==> src/rtl/rr_arb16_if.sv <==
// Request/grant bundle between the masters and the rr_arb16 arbiter.
// LOCK is present only when RR_ARB16_LOCK_EN is defined.
interface rr_arb16_if;
    logic        EN;
    logic [15:0] REQ;
`ifdef RR_ARB16_LOCK_EN
    logic        LOCK;
`endif
    logic [15:0] GNT;
    logic        GNTV;
    logic [3:0]  GID;
    logic        NONE;

`ifdef RR_ARB16_LOCK_EN
    modport master (output EN, REQ, LOCK, input GNT, GNTV, GID, NONE);
    modport slave  (input EN, REQ, LOCK, output GNT, GNTV, GID, NONE);
`else
    modport master (output EN, REQ, input GNT, GNTV, GID, NONE);
    modport slave  (input EN, REQ, output GNT, GNTV, GID, NONE);
`endif
endinterface

==> src/rtl/rr_arb16.sv <==
// 16-requester round-robin arbiter: registered one-hot grant, bounded tenure, one-cycle gap.
// Optional tenure extension via LOCK is enabled with `define RR_ARB16_LOCK_EN.
module rr_arb16 #(
    parameter int HOLD_MAX = 16
) (
    input  logic      CK,
    input  logic      CD,
    rr_arb16_if.slave bus
);
    localparam logic [7:0] HOLD_LIM = 8'(HOLD_MAX);

    typedef enum logic [1:0] {
        ST_IDLE  = 2'd0,
        ST_GRANT = 2'd1,
        ST_GAP   = 2'd2
    } state_t;

    state_t      state, state_nx;
    logic [15:0] gnt_q, gnt_nx;
    logic        gntv_q;
    logic [3:0]  gid_q, gid_nx;
    logic [3:0]  ptr_q, ptr_nx;
    logic [7:0]  count_q, count_nx;
    logic        none_q;
    logic        lock;
    logic        found;
    logic [3:0]  pick_idx;
    logic        owner_req;

`ifdef RR_ARB16_LOCK_EN
    assign lock = bus.LOCK;
`else
    assign lock = 1'b0;
`endif

    assign owner_req = bus.REQ[gid_q];

    // Search from ptr upward; scanning downward lets the nearest set bit win.
    always_comb begin
        found    = 1'b0;
        pick_idx = ptr_q;
        for (int k = 15; k >= 0; k--) begin
            if (bus.REQ[ptr_q + 4'(k)]) begin
                found    = 1'b1;
                pick_idx = ptr_q + 4'(k);
            end
        end
    end

    // NOTE: every output of this block gets a default first so no path leaves it unassigned (no latch).
    always_comb begin
        state_nx = state;
        gnt_nx   = gnt_q;
        gid_nx   = gid_q;
        ptr_nx   = ptr_q;
        count_nx = count_q;
        case (state)
            ST_IDLE, ST_GAP: begin
                state_nx = ST_IDLE;
                gnt_nx   = '0;
                if (bus.EN && found) begin
                    state_nx = ST_GRANT;
                    gnt_nx   = 16'd1 << pick_idx;
                    gid_nx   = pick_idx;
                    count_nx = 8'd1;
                end
            end
            ST_GRANT: begin
                if (!owner_req || (!lock && count_q == HOLD_LIM)) begin
                    state_nx = ST_GAP;
                    gnt_nx   = '0;
                    ptr_nx   = gid_q + 4'd1;
                    count_nx = '0;
                end else if (!lock && count_q != HOLD_LIM) begin
                    count_nx = count_q + 8'd1;
                end
            end
            default: begin
                state_nx = ST_IDLE;
                gnt_nx   = '0;
            end
        endcase
    end

    // NOTE: state registers use non-blocking assignments so every flop samples pre-edge values.
    // NOTE: CD clears everything at once, even mid-grant; there are no memories needing a reset exemption.
    always_ff @(posedge CK or posedge CD) begin
        if (CD) begin
            state   <= ST_IDLE;
            gnt_q   <= '0;
            gntv_q  <= 1'b0;
            gid_q   <= '0;
            ptr_q   <= '0;
            count_q <= '0;
            none_q  <= 1'b1;
        end else begin
            state   <= state_nx;
            gnt_q   <= gnt_nx;
            gntv_q  <= |gnt_nx;
            gid_q   <= gid_nx;
            ptr_q   <= ptr_nx;
            count_q <= count_nx;
            none_q  <= ~|bus.REQ;
        end
    end

    assign bus.GNT  = gnt_q;
    assign bus.GNTV = gntv_q;
    assign bus.GID  = gid_q;
    assign bus.NONE = none_q;

    a_onehot:  assert property (@(posedge CK) disable iff (CD) $onehot0(gnt_q));
    a_gntv:    assert property (@(posedge CK) disable iff (CD) gntv_q == (|gnt_q));
    a_no_swap: assert property (@(posedge CK) disable iff (CD) gntv_q |=> (!gntv_q || $stable(gnt_q)));
    a_count:   assert property (@(posedge CK) disable iff (CD) count_q <= HOLD_LIM);
endmodule

==> src/flat_wrapper.sv <==
// flat-port wrapper written by rule: the top's interface ports become plain ports
module rr_arb16_flat 
#(
    parameter int HOLD_MAX = 16
)
  (CK, CD, bus_EN, bus_REQ, bus_GNT, bus_GNTV, bus_GID, bus_NONE);
  rr_arb16_if bus_i ();
  input  logic CK;
  input  logic CD;
  input wire logic [$bits(bus_i.EN)-1:0] bus_EN;
  input wire logic [$bits(bus_i.REQ)-1:0] bus_REQ;
  output wire logic [$bits(bus_i.GNT)-1:0] bus_GNT;
  output wire logic [$bits(bus_i.GNTV)-1:0] bus_GNTV;
  output wire logic [$bits(bus_i.GID)-1:0] bus_GID;
  output wire logic [$bits(bus_i.NONE)-1:0] bus_NONE;
  assign bus_i.EN = bus_EN;
  assign bus_i.REQ = bus_REQ;
  assign bus_GNT = bus_i.GNT;
  assign bus_GNTV = bus_i.GNTV;
  assign bus_GID = bus_i.GID;
  assign bus_NONE = bus_i.NONE;
  rr_arb16 #(.HOLD_MAX(HOLD_MAX)) u_core (.CK(CK), .CD(CD), .bus(bus_i));
endmodule
==> config.mk <==
export PLATFORM = sky130hd
export DESIGN_NAME = rr_arb16_flat
export DESIGN_NICKNAME = d
export VERILOG_FILES = /design/src/rtl/rr_arb16_if.sv /design/src/rtl/rr_arb16.sv /design/src/flat_wrapper.sv
export SDC_FILE = /design/constraint.sdc
export NUM_CORES = 1
export LEC_CHECK = 0
export ABC_AREA = 1
export ABC_CLOCK_PERIOD_IN_PS = 5900
export BUFFER_PORTS_ARGS = -buffer_cell sky130_fd_sc_hd__buf_2
export CAP_MARGIN = 20
export CORE_ASPECT_RATIO = 0.8
export CORE_MARGIN = 2
export CORE_UTILIZATION = 55
export CTS_CLUSTER_DIAMETER = 80
export DETAILED_ROUTE_END_ITERATION = 6
export PLACE_DENSITY = 0.77
export SYNTH_ARGS = -nofsm -noshare
export SYNTH_HDL_FRONTEND = slang
export SYNTH_SLANG_ARGS = --single-unit
==> constraint.sdc <==
create_clock -name CK -period 5.9 [get_ports CK]
set_input_delay 1.18 -clock CK [delete_from_list [all_inputs] [get_ports CK]]
set_output_delay 1.18 -clock CK [all_outputs]
set_load 0.02 [all_outputs]
==> impl_metrics.json <==
{
  "critPathMaxFanout": 22,
  "maxCapViolCount": 0,
  "grtUsageTotal_pct": 30.1,
  "drtAntennaViolNets": 0,
  "tns_ns": 0,
  "whs_endpoint": "u_core.bus.GNT[13]",
  "cts.repair.resized": 0,
  "viasPerCell": 5.56,
  "num_vias": 3955,
  "r2r_start": "u_core.ptr_q[0]",
  "async_flop_share_pct": 100,
  "first_global_vias": 3508,
  "r2r-end": "u_core.count_q[7]",
  "worstPathRequired_ns": 6.08,
  "regArea_um2": 902,
  "status": "finished, final reports clean",
  "hold_viol": 0,
  "cp_num_buf_inv": 4,
  "rsz0062_at_grt": "false",
  "synth_most_common_cell": "nand2_1",
  "gp_congestion": 0.998,
  "synthCells": 590,
  "synthTopCellsByArea": "dfrtp_1 (24%), nand2_1 (23%), nand3_1 (9.9%)",
  "cts-root-buf": "clkbuf_8",
  "cts_buffers": 5,
  "synth.avg_cell_area_um2": 6.11,
  "crit_cells": 23,
  "antenna_found_initial": 0,
  "pin_count": 41,
  "die_h_um": 76.4,
  "start_util_pct": 56.6,
  "nNetsFinal": 655,
  "period_share_pct": 78.4,
  "crit_path_frequent_cell": "nand2_1",
  "first_pass_iters": 5,
  "yosysTopAreaCellShare_pct": 24.3,
  "grt_pass1_wl_um": 17200,
  "drv_slew": 0,
  "finClkSkew_ns": 0.00529,
  "worst_hold_startpoint": "u_core.bus.GNT[13]",
  "ys.flop_type": "dfrtp_1",
  "ys_ff_latch": 36,
  "drc": 0,
  "htree_levels": 2,
  "portBuffers": 40,
  "fmax_mhz": 216,
  "yosysWarnings": 0,
  "syn2layout_area_growth_pct": 9.99,
  "yosysSeqAreaShare_pct": 25.0,
  "die-area_um2": 7220,
  "critPathCaptureType": "flop",
  "cts.sinks": 36,
  "clk_latency_ns": 0.29,
  "die_x_um": 94.5,
  "fill_cells": 621,
  "synthesis.nets": 619,
  "drt_iter0_markers": 382,
  "ctsHoldBuffers": 0,
  "critical-path-slowest-cell": "dfrtp_1",
  "synth_edf_count": 0,
  "wire_per_inst_um": 14.6,
  "drive_above_1_share_pct": 16.9,
  "crit_chain": "inv_2 > ha_1 > inv_2 > nand3_1 > nand2_1 > a21oi_1 > nand2_1 > nand2_1 > nor3_1 > nand4_1 > nor3_2 > nor2_2 > nand2_4 > inv_4 > nor2_8 > inv_2 > nand2_1 > nor2_1 > nand2_1 > nor2_2 > nand2_1 > o22ai_1 > a21oi_1",
  "post-cts-setup-buffer-count": 0,
  "cts_tree": "built",
  "clkSlewWorstSetupHoldPaths_ns": 0.08,
  "insertedDiodeCount": 0,
  "r2r_cells": 23,
  "grt_max_degree": 37,
  "tightest_slew_ns": 0.762,
  "clock_path_buffers": 2,
  "worstHoldPathCells": 2,
  "routed_wl_um": 10400,
  "fp-row-count": 26,
  "synth.distinct_cells": 38,
  "crit_type": "reg -> reg",
  "dp_hpwl_um": 8050,
  "crit_family": "simple AND/OR/NAND/NOR gates",
  "yosysTopAreaCell": "dfrtp_1",
  "arrival_ns": 4.80,
  "grt_overflow": 0,
  "yosys-top-cells-count": "nand2_1 (217), nand3_1 (71), inv_1 (56)",
  "hp-class": "reg -> reg",
  "netlist_area_um2": 3610,
  "core_region_area_um2": 6380,
  "post-route-min-period_ns": 4.62,
  "setup_violations": 0,
  "rrSetupSlack_ns": 1.28,
  "multi_input_area_um2": 2330,
  "crit_path_start_kind": "flop",
  "cpPeakStageDelay_ns": 0.84,
  "slew_headroom_pct": 49.2
}
==> state kept, by name, summed over array words and instances, names as in the netlist <==
name,count
u_core.ptr_q,4
u_core.bus.GNT,16
u_core.state,2
u_core.bus.GNTV,1
u_core.bus.NONE,1
u_core.count_q,8
u_core.bus.GID,4
==> cells by family after synthesis <==
family	after synthesis	share of synthesized area, %
AOI/OAI and AO/OA	76	11.5
xor gates and xnor gates	8	2.67
and+or+nand+nor	370	47.1
DFF	36	25.0
adders and majority gates	10	3.47
buffers and inverters	90	10.3
==> through the flow <==
step	instances	util [%]	worst slack, ns	instance area, um2	hold WS (ns)
CTS	711	62.2	1.40	3970	0.507
global route	711	62.2	0.861	3970	0.537
floorplan	590	-	2.80	3610	0.508
detailed placement	703	60.5	1.42	3860	0.488
finish	711	62.2	1.28	3970	0.507
global placement	703	60.5	1.39	3860	0.483
==> worst register-to-register path, cell delays in order (launching register included) <==
cell and delay, ns:
dfrtp_1 0.84, inv_2 0.35, ha_1 0.73, inv_2 0.22
nand3_1 0.16, nand2_1 0.07, a21oi_1 0.34, nand2_1 0.12
nand2_1 0.21, nor3_1 0.08, nand4_1 0.09, nor3_2 0.06
nor2_2 0.16, nand2_4 0.12, inv_4 0.15, nor2_8 0.05
inv_2 0.10, nand2_1 0.05, nor2_1 0.13, nand2_1 0.10
nor2_2 0.11, nand2_1 0.08, o22ai_1 0.12, a21oi_1 0.06
==> area by class of cell <==
class / instances / area share (%)
clock inverters: 2 / 0.883
repair buffers: 43 / 5.62
clock buffers: 6 / 1.83
well taps: 84 / 2.65
flip-flops and latches: 36 / 22.7
multi-input cells: 464 / 58.8
inverters: 76 / 7.44
==> worst max path at each step <==
| stage | end | slack [ns] | startpoint |
|---|---|---|---|
| after CTS | u_core.count_q[7] | 1.40 | u_core.ptr_q[0] |
| after global routing | u_core.bus.GNTV | 0.86 | u_core.ptr_q[0] |
| after detailed placement | u_core.bus.GNTV | 1.42 | u_core.ptr_q[0] |
| after floorplan | u_core.count_q[7] | 2.80 | u_core.ptr_q[1] |
| final | u_core.count_q[7] | 1.28 | u_core.ptr_q[0] |
| after global placement | u_core.count_q[7] | 1.39 | u_core.ptr_q[0] |
==> placed cells by master, fill, tap and decap left out, drive strengths merged <==
cell type  instances
nand2            234
nand3             79
inv               74
nor2              45
buf               43
o21ai             41
dfrtp             35
a21oi             24
ha                10
clkbuf             6
xor2               5
nor3               5
nand4              4
o221ai             4
o21a               3
xnor2              3
clkinv             3
o22ai              2
nor3b              2
o41ai              1
a21boi             1
nor4               1
bufinv             1
dfstp              1
==> per-layer routing <==
layer | GRT usage (%) | wire length, um | up-vias
li1 | - | - | 1962
met1 | 47.8 | 5030 | 1790
met2 | 43.9 | 4410 | 191
met3 | 4.15 | 845 | 12
met4 | 4.64 | 78 | 0
met5 | 0 | 0 | -
Power is not shown: default switching activity piles up to over one toggle a cycle in this logic, so the estimate is an artifact.
